## config.mk

```make
export PLATFORM = sky130hd
export DESIGN_NAME = multicycle_ctrl
export DESIGN_NICKNAME = d
export VERILOG_FILES = /design/src/rtl/multicycle_ctrl.sv
export SDC_FILE = /design/constraint.sdc
export NUM_CORES = 1
export LEC_CHECK = 0
export CORE_UTILIZATION = 50
export DETAILED_ROUTE_END_ITERATION = 10
export GPL_TIMING_DRIVEN = 0
export PLACE_DENSITY = 0.94
export SLEW_MARGIN = 10
export SYNTH_ARGS = -nofsm -noshare
export SYNTH_HDL_FRONTEND = slang
export SYNTH_SLANG_ARGS = --single-unit
```

## constraint.sdc

```tcl
create_clock -name clk -period 4 [get_ports clk]
set_clock_uncertainty 0.2 [all_clocks]
set_input_delay 0.8 -clock clk [delete_from_list [all_inputs] [get_ports clk]]
set_output_delay 0.8 -clock clk [all_outputs]
set_load 0.02 [all_outputs]
```

## src/rtl/multicycle_ctrl.sv

```systemverilog
// Multi-cycle main controller for the SimpleMIPS datapath: decodes the IR opcode/funct
// and sequences fetch, decode, execute, memory and write-back with a memory wait timeout.
module multicycle_ctrl #(
  parameter int unsigned TIMEOUT = 15
) (
  input  logic       clk,
  input  logic       rstn,
  input  logic [5:0] Op,
  input  logic [5:0] Funct,
  input  logic       Zero,
  input  logic       MemReady,
  output logic       PCWrite,
  output logic [1:0] PCSrc,
  output logic       IRWrite,
  output logic       IorD,
  output logic       MemRead,
  output logic       MemWrite,
  output logic       RegWrite,
  output logic       RegDst,
  output logic       MemToReg,
  output logic       ALUSrcA,
  output logic [1:0] ALUSrcB,
  output logic [2:0] ALUCtrl,
  output logic [1:0] ExtOp,
  output logic [2:0] State,
  output logic       Illegal,
  output logic       MemTimeout
);

  typedef enum logic [2:0] {
    S_FETCH  = 3'd0,
    S_DECODE = 3'd1,
    S_EXEC   = 3'd2,
    S_MEM    = 3'd3,
    S_WB     = 3'd4,
    S_BRANCH = 3'd5,
    S_JUMP   = 3'd6
  } state_t;

  typedef enum logic [2:0] {C_RALU, C_IALU, C_LW, C_SW, C_BEQ, C_J} class_t;

  typedef enum logic [2:0] {
    ALU_ADD   = 3'd0,
    ALU_SUB   = 3'd1,
    ALU_AND   = 3'd2,
    ALU_OR    = 3'd3,
    ALU_SLT   = 3'd4,
    ALU_PASSB = 3'd5
  } alu_t;

  typedef enum logic [1:0] {
    EXT_ZERO    = 2'd0,
    EXT_SIGNED  = 2'd1,
    EXT_HIGHPOS = 2'd2
  } ext_t;

  localparam logic [7:0] TMO = 8'(TIMEOUT);

  state_t     r_state;
  class_t     r_class;
  alu_t       r_alufn;
  ext_t       r_ext;
  logic [7:0] r_cnt;

  class_t w_class;
  alu_t   w_alufn;
  ext_t   w_ext;
  logic   w_legal;
  logic   w_tmo;

  always_comb begin
    w_legal = 1'b1;
    w_class = C_RALU;
    w_alufn = ALU_ADD;
    w_ext   = EXT_SIGNED;
    case (Op)
      6'b000000: begin
        case (Funct)
          6'b100001: w_alufn = ALU_ADD;
          6'b100011: w_alufn = ALU_SUB;
          6'b100100: w_alufn = ALU_AND;
          6'b100101: w_alufn = ALU_OR;
          6'b101010: w_alufn = ALU_SLT;
          default:   w_legal = 1'b0;
        endcase
      end
      6'b001001: w_class = C_IALU;
      6'b001101: begin
        w_class = C_IALU;
        w_alufn = ALU_OR;
        w_ext   = EXT_ZERO;
      end
      6'b001111: begin
        w_class = C_IALU;
        w_alufn = ALU_PASSB;
        w_ext   = EXT_HIGHPOS;
      end
      6'b100011: w_class = C_LW;
      6'b101011: w_class = C_SW;
      6'b000100: w_class = C_BEQ;
      6'b000010: w_class = C_J;
      default:   w_legal = 1'b0;
    endcase
  end

  // A ready on the limit cycle is a completion, so the abort needs MemReady low.
  assign w_tmo = ((r_state == S_FETCH) || (r_state == S_MEM)) && !MemReady && (r_cnt == TMO);

  always_ff @(posedge clk or negedge rstn) begin
    if (!rstn) begin
      r_state <= S_FETCH;
      r_class <= C_RALU;
      r_alufn <= ALU_ADD;
      r_ext   <= EXT_SIGNED;
      r_cnt   <= '0;
    end else begin
      r_cnt <= '0;
      case (r_state)
        S_FETCH: begin
          if (MemReady)   r_state <= S_DECODE;
          else if (w_tmo) r_state <= S_FETCH;
          else            r_cnt   <= r_cnt + 8'd1;
        end
        S_DECODE: begin
          if (w_legal) begin
            r_class <= w_class;
            r_alufn <= w_alufn;
            r_ext   <= w_ext;
            case (w_class)
              C_BEQ:   r_state <= S_BRANCH;
              C_J:     r_state <= S_JUMP;
              default: r_state <= S_EXEC;
            endcase
          end else begin
            r_state <= S_FETCH;
          end
        end
        S_EXEC: r_state <= ((r_class == C_LW) || (r_class == C_SW)) ? S_MEM : S_WB;
        S_MEM: begin
          if (MemReady)   r_state <= (r_class == C_LW) ? S_WB : S_FETCH;
          else if (w_tmo) r_state <= S_FETCH;
          else            r_cnt   <= r_cnt + 8'd1;
        end
        default: r_state <= S_FETCH;
      endcase
    end
  end

  always_comb begin
    PCWrite    = 1'b0;
    PCSrc      = 2'b00;
    IRWrite    = 1'b0;
    IorD       = 1'b0;
    MemRead    = 1'b0;
    MemWrite   = 1'b0;
    RegWrite   = 1'b0;
    RegDst     = 1'b0;
    MemToReg   = 1'b0;
    ALUSrcA    = 1'b0;
    ALUSrcB    = 2'b00;
    ALUCtrl    = ALU_ADD;
    ExtOp      = EXT_SIGNED;
    Illegal    = 1'b0;
    MemTimeout = 1'b0;
    case (r_state)
      S_FETCH: begin
        MemRead    = !w_tmo;
        ALUSrcB    = 2'b01;
        IRWrite    = MemReady;
        PCWrite    = MemReady;
        MemTimeout = w_tmo;
      end
      S_DECODE: begin
        ALUSrcB = 2'b11;
        Illegal = !w_legal;
      end
      S_EXEC: begin
        ALUSrcA = 1'b1;
        ALUSrcB = (r_class == C_RALU) ? 2'b00 : 2'b10;
        ALUCtrl = r_alufn;
        ExtOp   = r_ext;
      end
      S_MEM: begin
        IorD       = 1'b1;
        MemRead    = (r_class == C_LW) && !w_tmo;
        MemWrite   = (r_class == C_SW) && !w_tmo;
        MemTimeout = w_tmo;
      end
      S_WB: begin
        RegWrite = 1'b1;
        RegDst   = (r_class == C_RALU);
        MemToReg = (r_class == C_LW);
      end
      S_BRANCH: begin
        ALUSrcA = 1'b1;
        ALUCtrl = ALU_SUB;
        PCSrc   = 2'b01;
        PCWrite = Zero;
      end
      S_JUMP: begin
        PCSrc   = 2'b10;
        PCWrite = 1'b1;
      end
      default: ;
    endcase
    // Strobes are gated by reset directly so they drop the instant rstn falls.
    if (!rstn) begin
      PCWrite    = 1'b0;
      IRWrite    = 1'b0;
      MemRead    = 1'b0;
      MemWrite   = 1'b0;
      RegWrite   = 1'b0;
      Illegal    = 1'b0;
      MemTimeout = 1'b0;
    end
  end

  assign State = r_state;

endmodule

```

---- Yosys cells after proc, flatten, opt, wreduce, memory -nomap -nowiden ----
Cells that the tools add are included.
W data, S select, Z words.
word-level totals
  bits in latches ......................... 0
  word-level logic and storage cells ...... 87
  memories ................................ 0
  output and inout port bits .............. 23
  bits in writable memories ............... 0
  bits in read-only memories .............. 0
  register bits after elaboration ......... 19
cells by class
  $lt $le $gt $ge ......................... 0
  $add $sub $neg .......................... 1
  bitwise gates (word level) .............. 0
  divide/modulo/power cells ............... 0
  multiply operators ...................... 0
  reductions and logical operators ........ 18
  equal/unequal tests ..................... 23
  shift operators ......................... 0
  mux-type cells .......................... 40
operators by type and width
  operator               count
  $eq A6 B6 Y1 const B   7
  $mux W8                3
  $pmux W3 S4            2
  $eq A6 B4 Y1 const B   3
  $mux W3                6
  $mux W1                17
  $eq A3 B3 Y1 const B   5
  $pmux W3 S5            1
  $eq A3 B2 Y1 const B   4
  $pmux W3 S2            2
  $pmux W3 S3            1
  $add A8 B1 Y8 const B  1
  $eq A8 B4 Y1 const B   1
  $pmux W2 S2            2
  $reduce_or A7 Y1       1
  $eq A6 B2 Y1 const B   1
  $eq A6 B3 Y1 const B   1
  $logic_not A3 Y1       2
  $logic_not A6 Y1       1
  $pmux W2 S3            1
  $reduce_or A5 Y1       1
  $logic_and A1 B1 Y1    4
  $mux W2                2
  $pmux W1 S2            2
  7 further kinds        11

---- Logic depth before layout (Yosys ltp) ----
Gate-level depths: netlist of run 1.
  word-level depth ........................ 8
  mapped depth ............................ 6
  mapped depth without buffers ............ 6

---- Worst setup path after synthesis of run 1 ----
OpenSTA, ideal clock, no wires.
  kind .................................... input port to output port
  start point ............................. input Funct[5]
  end point ............................... output Illegal
  stages .................................. 5
  arrival ................................. 1854 ps
  buffers on the path ..................... 0
  data required time ...................... 3000 ps
  slack ................................... 1146 ps
  path through ............................ nor4b_1 and2_1 o21ai_1 o21ai_0 nor3_1
on the way
  cells in the longest elaborated chain, start to end .. 7
  elaborated cells on any way between the ends .. 11
ends and longest elaborated chain
  element                              line  RTL
  start: declaration                   9     input logic [5:0] Funct,
  $eq A6 B6 Y1                         78    case (Funct)
  $reduce_or A5 Y1 (no source line) *  -
  $mux W1 *                            78
  $pmux W1 S2 *                        76    case (Op)
  $logic_not A1 Y1 *                   175   Illegal = !w_legal;
  $mux W1 *                            165   case (r_state)
  $mux W1 *                            207   if (!rstn) begin
  end: declaration                     26    output logic Illegal,
Mark *: on every way between the ends. The rest lies on a longest branch, timed or not.

---- Worst setup path after layout of run 1 ----
  start point ............................. input Op[1]
  end point ............................... output Illegal
on the way
  cells in the longest elaborated chain, start to end .. 6
  elaborated cells on any way between the ends .. 13
ends and longest elaborated chain
  element                               line  RTL
  start: declaration                    8     input logic [5:0] Op,
  $eq A6 B2 Y1 (tied with other cells)  76
  $reduce_or A7 Y1 (no source line)     -
  $pmux W1 S2 *                         76
  $logic_not A1 Y1 *                    175
  $mux W1 *                             165
  $mux W1 *                             207
Marked as above.

==> reports/metrics.yaml, run 1 <==
status: "finished, final reports clean"
antenna_left: 0
seq_area_frac_synth_pct: 36.1
grt_pass1_wl_microns: 5560
pwr-share-clk_pct: 21.8
min_from: "r_cnt[0]"
dp_hpwl_microns: 2560
yosysWarnings: 0
startpoint: "Op[1]"
track_usage_pct: 27.1
synth_ff_type: "dfrtp_1"
synth_mux_area_share_pct: 5.11
design_area_sq_um: 1760
ios: 39
drc: 0
syn_area_sq_um: 1320
cts_tree: "built"
hold_viol: 0
grt_pass1_vias: 1251
synth_edf_count: 0
met2_usage_pct: 45.2
htreeDepth: 1
core_area_sq_um: 2480
arrival_ns: 2.81
top_usage_layer: "met2"
synth_compound_area_share_pct: 16.3
powerDensity_nw_per_um2: 255
postCtsSetupBuffers: 0
synth_seq_cells: 19
setup_viol: 0
die_area_sq_um: 2850
finalMaxSlewViolations: 0
grtUsageMet1_pct: 34.1
sw_frac_of_total_pct: 31.3
dr.pass1.iters: 4
p_comb_share_pct: 28.6
use_met3_pct: 5.46
synthesis.nets: 167
cts_made_buffers: 3
synth_cell_type_count: 47
synth_fa_ha_area_share_pct: 0.947
grt_antenna_before_repair: 0
antenna-diode-count: 0
syn_to_final_growth_pct: 33.5
die_h_microns: 53.4
synth_top_family_by_area: "simple AND/OR/NAND/NOR gates"
finalPower_uw: 449
portBuffers: 38
drive_gt1_share_pct: 12.0
crit_path_start_kind: "input port"
crit_required_ns: 3.00
drt_iter0_markers: 31
end_kind: "primary output"
viasPerCell: 5.72
slew_headroom_pct: 36.8
period_share_pct: 95.3
worstSetupPathType: "input port to primary output"
clk_pin_slew_ns: 0.10
synth-xor-area-share_pct: 3.98
chipWidth_microns: 53.4
syn_inst: 150
intPower_uw: 309
start_util_pct: 53.3
r2r_slack_ns: 1.82
whs_ns: 0.270
max_freq_mhz: 262
gp_congestion: 0.875
grt_start_max_net_pins: 24
cts_buffer_depth: 2
worst_pin_slew_ns: 0.949
vias: 1270
rows: 18
synthArstFlopShare_pct: 100
min_period_ns: 3.81
cp_max_fo: 5
clk_latency_ns: 0.30
net-switching-power_uw: 141
dpl_cell_area_sq_um: 1740
r2r-start: "State[2]"
rsz0062_at_grt: "no"
grt-ovfl-total: 0
avgSynthCellArea_sq_um: 8.81
clockRootBuffer: "clkbuf_4"
avgRoutedWirePerCell_microns: 14.7
clkSinkCount: 19
yosys.area_share.simple_pct: 33.7
maxCapViolations: 0
fin_nets: 210
power_frac_seq_pct: 49.5
power_leakage_nw: 0.748
ir_drop_mv: 0.190
hp-class: "flop to flop"
totalWireLength_microns: 3270
metal layers:
metal | vias to the layer above | part of all wire, %
met5 | - | 0
met4 | 0 | 1.1
met3 | 4 | 4.6
met2 | 39 | 50
met1 | 611 | 44
li1 | 616 | -
layout by cell type, fill, tap and decap left out, drive strengths merged, types with 2 or more instances in the layout:
| cell | n |
|---|---|
| and2 | 4 |
| clkbuf | 7 |
| nand3b | 2 |
| a21oi | 8 |
| dfrtp | 18 |
| or2 | 2 |
| mux2 | 6 |
| nand3 | 6 |
| xnor2 | 3 |
| or3 | 3 |
| o31ai | 2 |
| clkdlybuf4s50 | 37 |
| nand2b | 5 |
| xor2 | 3 |
| nand2 | 17 |
| nor4 | 3 |
| nor3 | 6 |
| nor2 | 19 |
| a21o | 3 |
| and3 | 5 |
| inv | 5 |
| o21ai | 9 |
layout make-up:
type / count / area (sq um)
well taps: 30 / 37.5
inverters: 5 / 18.8
repair buffers: 38 / 379
multi-input cells: 122 / 793
plain buffers: 4 / 32.5
fillers: 203 / 713
flip-flops and latches: 19 / 477
clock buffers: 4 / 26.3
sequential cells by signal, indices dropped and copies added (netlist names):
register and flops:
r_class 3, r_cnt 8, State 3, r_alufn 3
r_ext 2
synthesized netlist by cell type (2+ instances only):
master / instances / share of area, %
nor4_1: 2 / 0.95
and2_1: 3 / 1.4
nor2_1: 18 / 5.1
a21oi_1: 8 / 3.0
mux2_2: 6 / 5.1
dfrtp_1: 18 / 34
clkbuf_1: 2 / 0.57
nand3b_1: 2 / 1.1
a21o_1: 3 / 1.7
or3_1: 3 / 1.4
o21ai_0: 7 / 2.7
or2_2: 2 / 0.95
xnor2_1: 3 / 2.0
inv_1: 5 / 1.4
nor3_1: 6 / 2.3
nand2_1: 17 / 4.8
xor2_1: 3 / 2.0
and3_1: 5 / 2.4
nand3_1: 6 / 2.3
nand2b_1: 4 / 1.9
per-stage QoR:
| step | instances | setup slack (ns) | setup TNS, ns | utilization (%) |
|---|---|---|---|---|
| floorplan | 150 | 1.15 | 0 | - |
| global placement | 218 | -0.0471 | -0.0471 | 70.2 |
| detailed placement | 218 | -0.0815 | -0.117 | 70.2 |
| CTS | 222 | 0.184 | 0 | 71.2 |
| global route | 222 | 0.0190 | 0 | 71.2 |
| finish | 222 | 0.189 | 0 | 71.2 |
path summary, 6_finish.rpt:
| check | end | depth (start not counted) |
|---|---|---|
| setup reg to reg | r_class[1] | 6 |
| hold reg to reg | r_cnt[0] | 1 |
| setup / recovery | Illegal | 7 |
| hold / removal | r_cnt[0] | 1 |
| min in group asynchronous | r_cnt[6] | 1 |
| max in group asynchronous | r_cnt[2] | 1 |
critical path: stages:
cell and delay (ns):
clkdlybuf4s50_1 0.59, nor4b_1 0.10, and2_1 0.18, o21ai_1 0.21, o21ai_0 0.14, nor3_1 0.15
clkdlybuf4s50_1 0.63
power groups by stage:
stage	combinational (mW)	clock (mW)	sequential [mW]
after floorplan	0.0709	0	0.225
after global placement	0.124	0	0.225
after detailed placement	0.128	0	0.226
after CTS	0.129	0.0984	0.223
after global routing	0.141	0.106	0.225
final	0.129	0.0980	0.223
cell families (layout without fill, tap and decap cells):
kind of cell / Yosys count / count (layout)
mux: 6 / 6
flops: 19 / 19
buf+inv: 9 / 51
xor+xnor: 6 / 6
fa+ha+maj: 1 / 1
simple gates: 80 / 80
compound gates: 29 / 29
what timing repair did:
action	CTS	global route
endpoints found under the hold margin	0	0
hold buffers	0	0
setup endpoints to repair	2	0
resized for setup	1	0
(Power assumes the default switching activity.)
==> inputs of run 2 (changes only) <==
--- a/config.mk
+++ b/config.mk
@@ -9,6 +9,7 @@
 export DETAILED_ROUTE_END_ITERATION = 10
 export GPL_TIMING_DRIVEN = 0
 export PLACE_DENSITY = 0.94
+export SETUP_SLACK_MARGIN = 0.15
 export SLEW_MARGIN = 10
 export SYNTH_ARGS = -nofsm -noshare
 export SYNTH_HDL_FRONTEND = slang
==> run 2 against run 1 <==
Net effect:
- clock power decreased by 0.4%
- flip-flop and latch count unchanged
- non-clock buffer count unchanged
- sequential power about the same
- first-iteration DRC count increased by 6.5%
- via count increased by 0.79%
- critical path depth unchanged
- combinational power about the same
- core utilization increased by 0.15 points
- setup slack improved by 0.065 ns
- die area unchanged
==> reports/metrics.yaml, run 2 (synthesis results as in run 1) <==
largest-register: "r_cnt"
powerDensity_nw_per_um2: 254  # -0.20%
power_leakage_nw: 0.765  # +2.3%
ios: 39  # unchanged
cp_top_family: "buffers and inverters"
cp_slowest_cell: "clkdlybuf4s50_1"
grt-ovfl-total: 0  # unchanged
maxCapViolations: 0  # unchanged
rows: 18  # unchanged
syn_to_final_growth_pct: 33.8
grt_pass1_vias: 1251  # unchanged
final_util_pct: 71.4  # +0.15 points
wl_met1_microns: 1450  # +0.90%
cp_cell_sequence: "clkdlybuf4s50_1 -> or2_2 -> a2111oi_4 -> nor2_2 -> nand2_1 -> nor3_1 -> clkdlybuf4s50_1"
totalWireLength_microns: 3330  # +1.6%
hold_viol: 0  # unchanged
layout_common_cells: "36 x clkdlybuf4s50_1, 18 x dfrtp_1, 18 x nor2_1"
cts_buffer_depth: 2  # unchanged
min_period_ns: 3.75  # -0.0647 ns
dp_hpwl_microns: 2560  # unchanged
final_cells: 222  # unchanged
power_frac_seq_pct: 49.6  # about the same
worstSetupPathType: "input port to primary output"
status: "finished, final reports clean"
antenna_left: 0  # unchanged
intPower_uw: 309  # about the same
p_comb_share_pct: 28.7  # about the same
clkSinkCount: 19  # unchanged
finalMaxSlewViolations: 0  # unchanged
layout_commonest_cell: "clkdlybuf4s50_1"
cts_made_buffers: 3  # unchanged
cts_tree: "built"
start_util_pct: 53.3  # unchanged
ctsResizeCount: 1  # unchanged
gp_congestion: 0.875  # unchanged
arrival_ns: 2.75  # -0.06 ns
clockRootBuffer: "clkbuf_4"
clk_pin_slew_ns: 0.10  # about the same
max_freq_mhz: 267  # +1.7%
largest_reg_flops: 8  # unchanged
nFillCells: 202  # -0.49%
drive_gt1_share_pct: 13.0  # +1.0 points
drt_iter0_markers: 33  # +6.5%
grt_antenna_before_repair: 0  # unchanged
grt_start_max_net_pins: 24  # unchanged
fin_nets: 210  # unchanged
crit_buf_inv: 2  # unchanged
cts_hold_buf: 0  # unchanged
die_h_microns: 53.4  # unchanged
htreeDepth: 1  # unchanged
tns_ns: 0  # unchanged
end_kind: "primary output"
chipWidth_microns: 53.4  # unchanged
portBuffers: 38  # unchanged
dp.cells: 218  # unchanged
grt_pass1_wl_microns: 5560  # unchanged
setup_viol: 0  # unchanged
critPathMostFrequentCell: "clkdlybuf4s50_1"
hp-class: "input port to asynchronous set/reset pin"
crit_path_start_kind: "input port"
core_area_sq_um: 2480  # unchanged
dr.pass1.iters: 4  # unchanged
track_usage_pct: 27.1  # unchanged
cp_max_fo: 5  # unchanged
crit_required_ns: 3.00  # about the same
rsz0062_at_grt: "no"
slowest_delay_ns: 0.64  # about the same
die_area_sq_um: 2850  # unchanged
met2_length_microns: 1660  # +1.1%
postCtsSetupBuffers: 0  # unchanged
avgRoutedWirePerCell_microns: 15.0  # +1.6%
drc: 0  # unchanged
pwr-share-clk_pct: 21.7  # about the same
vias: 1280  # +0.79%
viasPerCell: 5.77  # +0.79%
top_layer: "met4"
net-switching-power_uw: 141  # +0.18%
worst_pin_slew_ns: 0.553  # -0.395 ns
slew_headroom_pct: 62.7  # +26 points
sw_frac_of_total_pct: 31.3  # +0.052 points
ir_drop_mv: 0.190  # -0.31%
period_share_pct: 93.7  # -1.6 points
dr_wl_met3_microns: 174  # +15%
antenna-diode-count: 0  # unchanged
clk_latency_ns: 0.30  # about the same
run 2: cell count changes in the layout (fill, tap and decap cells not counted), sizes merged:
cell and change:
clkbuf +1, clkdlybuf4s50 -1, dlygate4sd2 -1, dlymetal6s2s +1
run 2: final timing paths:
| kind | depth (start not counted) | slack, ns | start | to |
|---|---|---|---|---|
| worst max-delay path | 7 | 0.25 | MemReady | MemWrite |
| worst min-delay path | 1 | 0.26 | rstn | r_class[0] |
| worst max register to register | 6 | 1.82 | State[2] | r_class[1] |
| worst min register to register | 1 | 0.27 | r_cnt[0] | r_cnt[0] |
| max in group asynchronous | 1 | 2.98 | rstn | r_ext[0] |
| min in group clk | 1 | 0.27 | r_cnt[0] | r_cnt[0] |
run 2: layer usage:
metal | track usage (%) | vias to the layer above
met4 | 9.65 | 0
met3 | 5.46 | 4
met1 | 34.1 | 614
met2 | 45.2 | 46
li1 | - | 616
met5 | 0 | -
run 2: power by group through the flow:
stage,Sequential (mW),Combinational (mW),Clock (mW)
final,0.223,0.129,0.0976
after global placement,0.225,0.124,0
after detailed placement,0.226,0.128,0
after global routing,0.225,0.141,0.106
after CTS,0.223,0.129,0.0984
after floorplan,0.225,0.0709,0
run 2: metrics by stage:
step	worst slack [ns]	area, sq um	total power, mW	hold WS (ns)
floorplan	1.15	1320	0.296	0.225
global placement	-0.0471	1740	0.349	0.236
detailed placement	-0.0815	1740	0.355	0.255
CTS	0.184	1760	0.450	0.269
global route	0.156	1770	0.472	0.281
finish	0.254	1770	0.450	0.258
run 2: final cells by class:
cell class	count	area [sq um]	share of cell area [%]
buffer	4	32.5	1.84
multi-input combinational	122	798	45.2
timing repair buffer	38	378	21.4
inverter	5	18.8	1.06
clock buffer	4	26.3	1.49
tap	30	37.5	2.12
sequential	19	477	27.0
